[src/rtl/alu_program_sequencer.sv]
// Instruction sequencer: fetches 16-bit words from SRAM and steers the register file and ALU.
// Optional BZ branch support is compiled in when SEQ_BRANCH_EN is defined.
module alu_program_sequencer #(
  parameter int ADDR_W    = 11,
  parameter int MAX_STEPS = 1024
) (
  input  logic              clk,
  input  logic              rst,
  input  logic              start,
  input  logic [ADDR_W-1:0] start_addr,
  output logic              busy,
  output logic              done,
  output logic              err,
  output logic              nMemOut,
  output logic              nMemWrite,
  output logic [ADDR_W-1:0] memAdd,
  input  logic [15:0]       memData,
  output logic [4:0]        rSel1,
  output logic [4:0]        rSel2,
  output logic [4:0]        writeSel,
  output logic              we,
  output logic              regDataSel,
  output logic [2:0]        alu_ctrl,
  input  logic              zeroFlag,
  input  logic              overflowFlag,
  input  logic              carryoutFlag,
  input  logic              negativeFlag,
  output logic [3:0]        flags_q,
  output logic [15:0]       instr_count,
  output logic [2:0]        fsm_state
);

  typedef enum logic [2:0] {
    S_IDLE   = 3'd0,
    S_FETCH  = 3'd1,
    S_DECODE = 3'd2,
    S_EXEC   = 3'd3,
    S_IMM    = 3'd4,
    S_DONE   = 3'd5
`ifdef SEQ_BRANCH_EN
    , S_BR   = 3'd6
`endif
  } state_t;

  localparam logic [15:0]       MAX_CNT = 16'(MAX_STEPS);
  localparam logic [ADDR_W-1:0] PC_ONE  = 1;

  state_t            state, state_nx;
  logic [ADDR_W-1:0] pc;
  logic [15:0]       ir;
  logic [3:0]        op;
  logic              is_alu, is_ldi, is_halt;
  logic              retire, budget_hit;

  assign op        = ir[15:12];
  assign is_alu    = ~op[3];
  assign is_ldi    = (op == 4'b1000);
  assign is_halt   = (op == 4'b1111);
  assign nMemWrite = 1'b1;
  assign fsm_state = state;

`ifdef SEQ_BRANCH_EN
  logic is_bz;
  assign is_bz = (op == 4'b1001);
`endif

  always_ff @(posedge clk) begin
    if (!rst) state <= S_IDLE;
    else      state <= state_nx;
  end

  // Handshake: start is sampled only in IDLE; busy covers FETCH..last retire; done pulses
  // for one cycle with err valid alongside it.
  always_comb begin
    state_nx   = state;
    retire     = 1'b0;
    busy       = 1'b0;
    done       = 1'b0;
    nMemOut    = 1'b1;
    memAdd     = '0;
    rSel1      = '0;
    rSel2      = '0;
    writeSel   = '0;
    we         = 1'b0;
    regDataSel = 1'b0;
    alu_ctrl   = '0;
    case (state)
      S_IDLE: if (start) state_nx = S_FETCH;
      S_FETCH: begin
        busy     = 1'b1;
        nMemOut  = 1'b0;
        memAdd   = pc;
        state_nx = S_DECODE;
      end
      S_DECODE: begin
        busy     = 1'b1;
        rSel1    = {1'b0, ir[7:4]};
        rSel2    = {1'b0, ir[3:0]};
        writeSel = {1'b0, ir[11:8]};
        alu_ctrl = ir[14:12];
        if (is_alu)      state_nx = S_EXEC;
        else if (is_ldi) state_nx = S_IMM;
`ifdef SEQ_BRANCH_EN
        else if (is_bz)  state_nx = S_BR;
`endif
        else if (is_halt) begin
          retire   = 1'b1;
          state_nx = S_DONE;
        end else begin
          retire   = 1'b1;
          state_nx = S_FETCH;
        end
      end
      S_EXEC: begin
        busy     = 1'b1;
        rSel1    = {1'b0, ir[7:4]};
        rSel2    = {1'b0, ir[3:0]};
        writeSel = {1'b0, ir[11:8]};
        alu_ctrl = ir[14:12];
        we       = 1'b1;
        retire   = 1'b1;
        state_nx = S_FETCH;
      end
      S_IMM: begin
        busy       = 1'b1;
        nMemOut    = 1'b0;
        memAdd     = pc;
        regDataSel = 1'b1;
        writeSel   = {1'b0, ir[11:8]};
        we         = 1'b1;
        retire     = 1'b1;
        state_nx   = S_FETCH;
      end
`ifdef SEQ_BRANCH_EN
      S_BR: begin
        busy     = 1'b1;
        nMemOut  = 1'b0;
        memAdd   = pc;
        retire   = 1'b1;
        state_nx = S_FETCH;
      end
`endif
      S_DONE: begin
        done     = 1'b1;
        state_nx = S_IDLE;
      end
      default: state_nx = S_IDLE;
    endcase
    // Exhausting the instruction budget overrides whatever would have come next.
    budget_hit = retire && ((instr_count + 16'd1) == MAX_CNT);
    if (budget_hit) state_nx = S_DONE;
  end

  always_ff @(posedge clk) begin
    if (!rst) begin
      pc          <= '0;
      ir          <= '0;
      flags_q     <= '0;
      instr_count <= '0;
      err         <= 1'b0;
    end else begin
      case (state)
        S_IDLE: if (start) begin
          pc          <= start_addr;
          instr_count <= '0;
          err         <= 1'b0;
        end
        S_FETCH: begin
          ir <= memData;
          pc <= pc + PC_ONE;
        end
        S_EXEC: flags_q <= {zeroFlag, overflowFlag, carryoutFlag, negativeFlag};
        S_IMM:  pc <= pc + PC_ONE;
`ifdef SEQ_BRANCH_EN
        S_BR:   pc <= flags_q[3] ? memData[ADDR_W-1:0] : pc + PC_ONE;
`endif
        default: ;
      endcase
      if (retire)     instr_count <= instr_count + 16'd1;
      if (budget_hit) err <= 1'b1;
    end
  end

endmodule
[config.mk]
export PLATFORM = sky130hd
export DESIGN_NAME = alu_program_sequencer
export DESIGN_NICKNAME = d
export VERILOG_FILES = /design/src/rtl/alu_program_sequencer.sv
export SDC_FILE = /design/constraint.sdc
export NUM_CORES = 1
export LEC_CHECK = 0
export ABC_AREA = 1
export CAP_MARGIN = 30
export CORE_ASPECT_RATIO = 1.4
export CORE_MARGIN = 5
export CORE_UTILIZATION = 47
export CTS_CLUSTER_DIAMETER = 120
export DETAILED_ROUTE_END_ITERATION = 10
export GPL_ROUTABILITY_DRIVEN = 0
export PLACE_DENSITY = 0.77
export SYNTH_ARGS = -nofsm -noshare
export SYNTH_HDL_FRONTEND = slang
export SYNTH_SLANG_ARGS = --single-unit
export TNS_END_PERCENT = 20
[constraint.sdc]
create_clock -name clk -period 2 [get_ports clk]
set_input_delay 0.3 -clock clk [delete_from_list [all_inputs] [get_ports clk]]
set_output_delay 0.3 -clock clk [all_outputs]
set_load 0.01 [all_outputs]
==> results.md <==
- The worst setup path startpoint is fsm_state[1]$_SDFFE_PP0P_.
- Sorting the synthesized cells by area gives the leading types as sky130_fd_sc_hd__dfxtp_1 35%, sky130_fd_sc_hd__nand2_1 11%, sky130_fd_sc_hd__nor2_1 7.7%, sky130_fd_sc_hd__a21oi_1 7.3%, sky130_fd_sc_hd__inv_1 7.1%.
- After technology mapping, the gate count stands at 437.
- For this run, the register share of the synthesized area comes to 0.353.
- The clock network latency to the later pin of the worst-skew pair is 310 ps.
- The initial utilization of the core area, before any placement, comes to 0.487.
- The first detailed-routing pass ran for 5 iterations.
- On the worst path, the slowest cell contributes a delay of 560 ps.
- The worst setup path endpoint is regDataSel.
- The via-per-instance ratio is 5.15.
- The net count of the finished layout is 562.
- The synthesis warning total is 0.
- Of the cells placed in the final design, the portion with a size suffix greater than 1 is 0.0989.
- The slowest library cell on the worst path is sky130_fd_sc_hd__clkdlybuf4s50_1.
- The power consumption is 2.42 mW.
- The endpoint identified for the worst register-to-register timing path is fsm_state[2]$_SDFFE_PN0P_.
- The area fraction of the dominant cell type after synthesis is 0.353.
- The shortest clock period the worst path allows after layout is 1940 ps.
- The number of nets still failing antenna checks after routing is 0.
- Across the VDD grid, the largest voltage drop is 0.464 mV.
- The final count of pins violating max slew came to 0.
- The cell at the root of the clock tree is sky130_fd_sc_hd__clkbuf_8.
- Setup violations remaining at the end of the flow were counted as 0.
- The die is 103 µm tall.
- The leftover overflow at the end of global routing is 0.
- Setup slack closes at 55.3 ps.
- The fraction of registers with async set/reset is 0.
- After routing the design area is 3900 µm².
- Setup repair after global routing left no endpoint under its margin.
- The placed wire-length estimate is 5730 µm.
- The global-route wire length before repair is 12500 µm.
- The via count of the routed design is 3067.
- The worst endpoint data arrival time is 1640 ps.
- The post-synthesis register bit count is 51.
- The CTS tree is yes.
- The distinct cell type count after synthesis is 36.
- The instance area after placement is 3820 µm².
- The clock transition at the registers of the reported paths is 90 ps.
- Setup slack on the worst reg-to-reg path comes out at 280 ps.
- The number of antenna violations at the first check in global routing is 0.
- Yosys mapped a number of flops with a built-in enable equal to 0.
- The die area is 7850 µm².
- The library cells used most frequently in the layout, excluding fill and tap cells, are 88 x sky130_fd_sc_hd__nand2_1, 69 x sky130_fd_sc_hd__clkdlybuf4s50_1, 58 x sky130_fd_sc_hd__nor2_1.
- The H-tree level count is 2.
- The pin count of the biggest net entering global routing is 33.
- The number of setup buffers added after CTS is 0.
- The post-place setup slack is 131 ps.
- The die outline width is 76.3 µm.
- Derived from the worst setup path, the maximum achievable clock frequency is 0.514 GHz.
- The maximum fanout encountered on the critical timing path is 4.
- The power density relative to cell area is 621 nW/µm².
- The via count of the first global-routing pass was 2959.
- The non-filler instance count after layout is 596.
- The worst register-to-register path begins at instr_count[0]$_SDFFE_PN0P_.
- The core region is 5950 µm².
- The cell family contributing the most delay on the critical path is buffers and inverters.
- The tightest min-delay check is of the register to register type.
- The flow ran to the end, and the final reports show no timing, DRC or antenna violations.
- The maximum clock skew at final layout is 6.15 ps.
- For the worst setup path, the data required time is 1700 ps.
- The maximum number of buffers from clock root to sink is 2.
- The global routing usage summed across all routing layers is 0.188.
- The max capacitance violation total is 0.
- During placement, the flow inserted port buffers numbering 88.
- The most used flip-flop cell after synthesis is sky130_fd_sc_hd__dfxtp_1.
- At the end of the flow the core is filled with cells to 0.656.
- The final-report hold violation count was 0.
- The number of gates on the worst path with buffers counted is 4.
- The worst setup path is of the register to primary output kind.
- After floorplanning, the core was divided into 33 placement rows.
- Buffers inserted to repair hold after CTS numbered 0.
- The aggregate routed wire length is 7430 µm.
- The layout has 573 filler cells.
- The critical path goes through nor2_2 -> nand2_2 -> inv_1 -> clkdlybuf4s50_1.
- The growth of design area from synthesis to finish is 34.8%.
- For this design, the sink count on the clock tree is 51.
- A synthesized cell averages 6.62 µm².
- Summing every instance area after synthesis gives 2890 µm².
- The share of the clock period used by the worst path is 0.972.
- The leading cell type in the layout, fill and taps excluded is sky130_fd_sc_hd__nand2_1.
- The instance count after placement with tap cells included is 588.
- The analysis attributes to cell leakage a power of 1.60 nW.
- The type of destination of the critical path is a primary output.
- In the routed design, unresolved DRC markers number 0.
- The cell count of the worst reg-to-reg path is 11.
- The worst setup path is launched from a register.
- The number of buffers inserted during clock tree synthesis is 5.
- The synthesized design spends more area on one cell type than any other, namely sky130_fd_sc_hd__dfxtp_1.
- The average wire per cell in the routed design is 12.5 µm.
- The I/O pin total is 93.
- The violation count after the first detailed-route iteration is 136.
- The number of buffers and inverters on the critical path is 2.
- The total inserted antenna cells is 0.
timing repair:
action	4_1_cts	5_1_grt
pin swaps	1	1
cloned	0	0
endpoints found under the setup margin	19	11
resized for setup	20	3
flip-flops by register name (all words and copies together) (netlist names):
name,count
pc,11
err,1
fsm_state,3
ir,16
instr_count,16
flags_q,4
tightest hold or removal path: cells and delay by family (launching register included):
kind | cells | cell delay [ps]
AOI/OAI and AO/OA | 1 | 50
DFF | 1 | 310
buffers and inverters | 1 | 60
cells by family after synthesis:
logic type / Yosys count / share of synthesized area
simple gates: 208 / 0.330
other cells: 2 / 0.00260
fa+ha+maj: 3 / 0.0130
flops: 51 / 0.353
compound gates: 93 / 0.181
buf+inv: 80 / 0.121
worst min-delay path by stage:
stage	start	end	slack [ps]	cells past startpoint
after floorplan	ir[0]$_SDFFE_PN0N_	ir[0]$_SDFFE_PN0N_	430	2
after global placement	ir[1]$_SDFFE_PN0N_	ir[1]$_SDFFE_PN0N_	440	2
after detailed placement	ir[5]$_SDFFE_PN0N_	ir[5]$_SDFFE_PN0N_	440	2
after CTS	ir[5]$_SDFFE_PN0N_	ir[5]$_SDFFE_PN0N_	460	2
after global routing	ir[6]$_SDFFE_PN0N_	ir[6]$_SDFFE_PN0N_	490	2
final	ir[5]$_SDFFE_PN0N_	ir[5]$_SDFFE_PN0N_	460	2
metal layers:
metal | routed length (µm) | up-vias | share of wire | GRT usage
met2 | 3710 | 85 | 0.50 | 0.346
met5 | 0 | - | 0 | 0
met4 | 144 | 0 | 0.019 | 0.0740
li1 | - | 1569 | - | -
met1 | 3030 | 1402 | 0.41 | 0.205
met3 | 542 | 11 | 0.073 | 0.0542
synthesized netlist by cell type, types with 2 or more instances:
master	n
sky130_fd_sc_hd__a211oi_1	4
sky130_fd_sc_hd__a21oi_1	42
sky130_fd_sc_hd__a21oi_2	2
sky130_fd_sc_hd__a22oi_1	2
sky130_fd_sc_hd__buf_4	6
sky130_fd_sc_hd__buf_6	3
sky130_fd_sc_hd__clkbuf_1	7
sky130_fd_sc_hd__conb_1	2
sky130_fd_sc_hd__dfxtp_1	51
sky130_fd_sc_hd__ha_1	3
sky130_fd_sc_hd__inv_1	55
sky130_fd_sc_hd__inv_2	6
sky130_fd_sc_hd__nand2_1	88
sky130_fd_sc_hd__nand2_2	6
sky130_fd_sc_hd__nand2_4	4
sky130_fd_sc_hd__nand3_1	27
sky130_fd_sc_hd__nand3_2	2
sky130_fd_sc_hd__nand4_1	5
sky130_fd_sc_hd__nor2_1	59
sky130_fd_sc_hd__nor2_2	7
sky130_fd_sc_hd__nor3_1	4
sky130_fd_sc_hd__o211ai_1	3
sky130_fd_sc_hd__o21ai_0	33
sky130_fd_sc_hd__o21bai_1	4
stage by stage:
step	hold WS (ps)	TNS, ps
after floorplan	429	0
after global placement	439	0
after detailed placement	443	0
after CTS	458	-61.7
after global routing	491	0
final	455	0
power breakdown:
group | internal (mW) | switching [mW]
clock network | 0.240 | 0.344
logic | 0.270 | 0.388
registers | 1.12 | 0.0638
cell type report:
type | instances | area, µm² | share of cell area
multi-input combinational | 308 | 1540 | 0.394
sequential | 51 | 1020 | 0.262
timing repair buffer | 97 | 932 | 0.239
inverter | 62 | 238 | 0.0609
tap | 70 | 87.6 | 0.0224
clock buffer | 5 | 68.8 | 0.0176
clock inverter | 3 | 15.0 | 0.00385
Power figures use the tool's default switching activity.
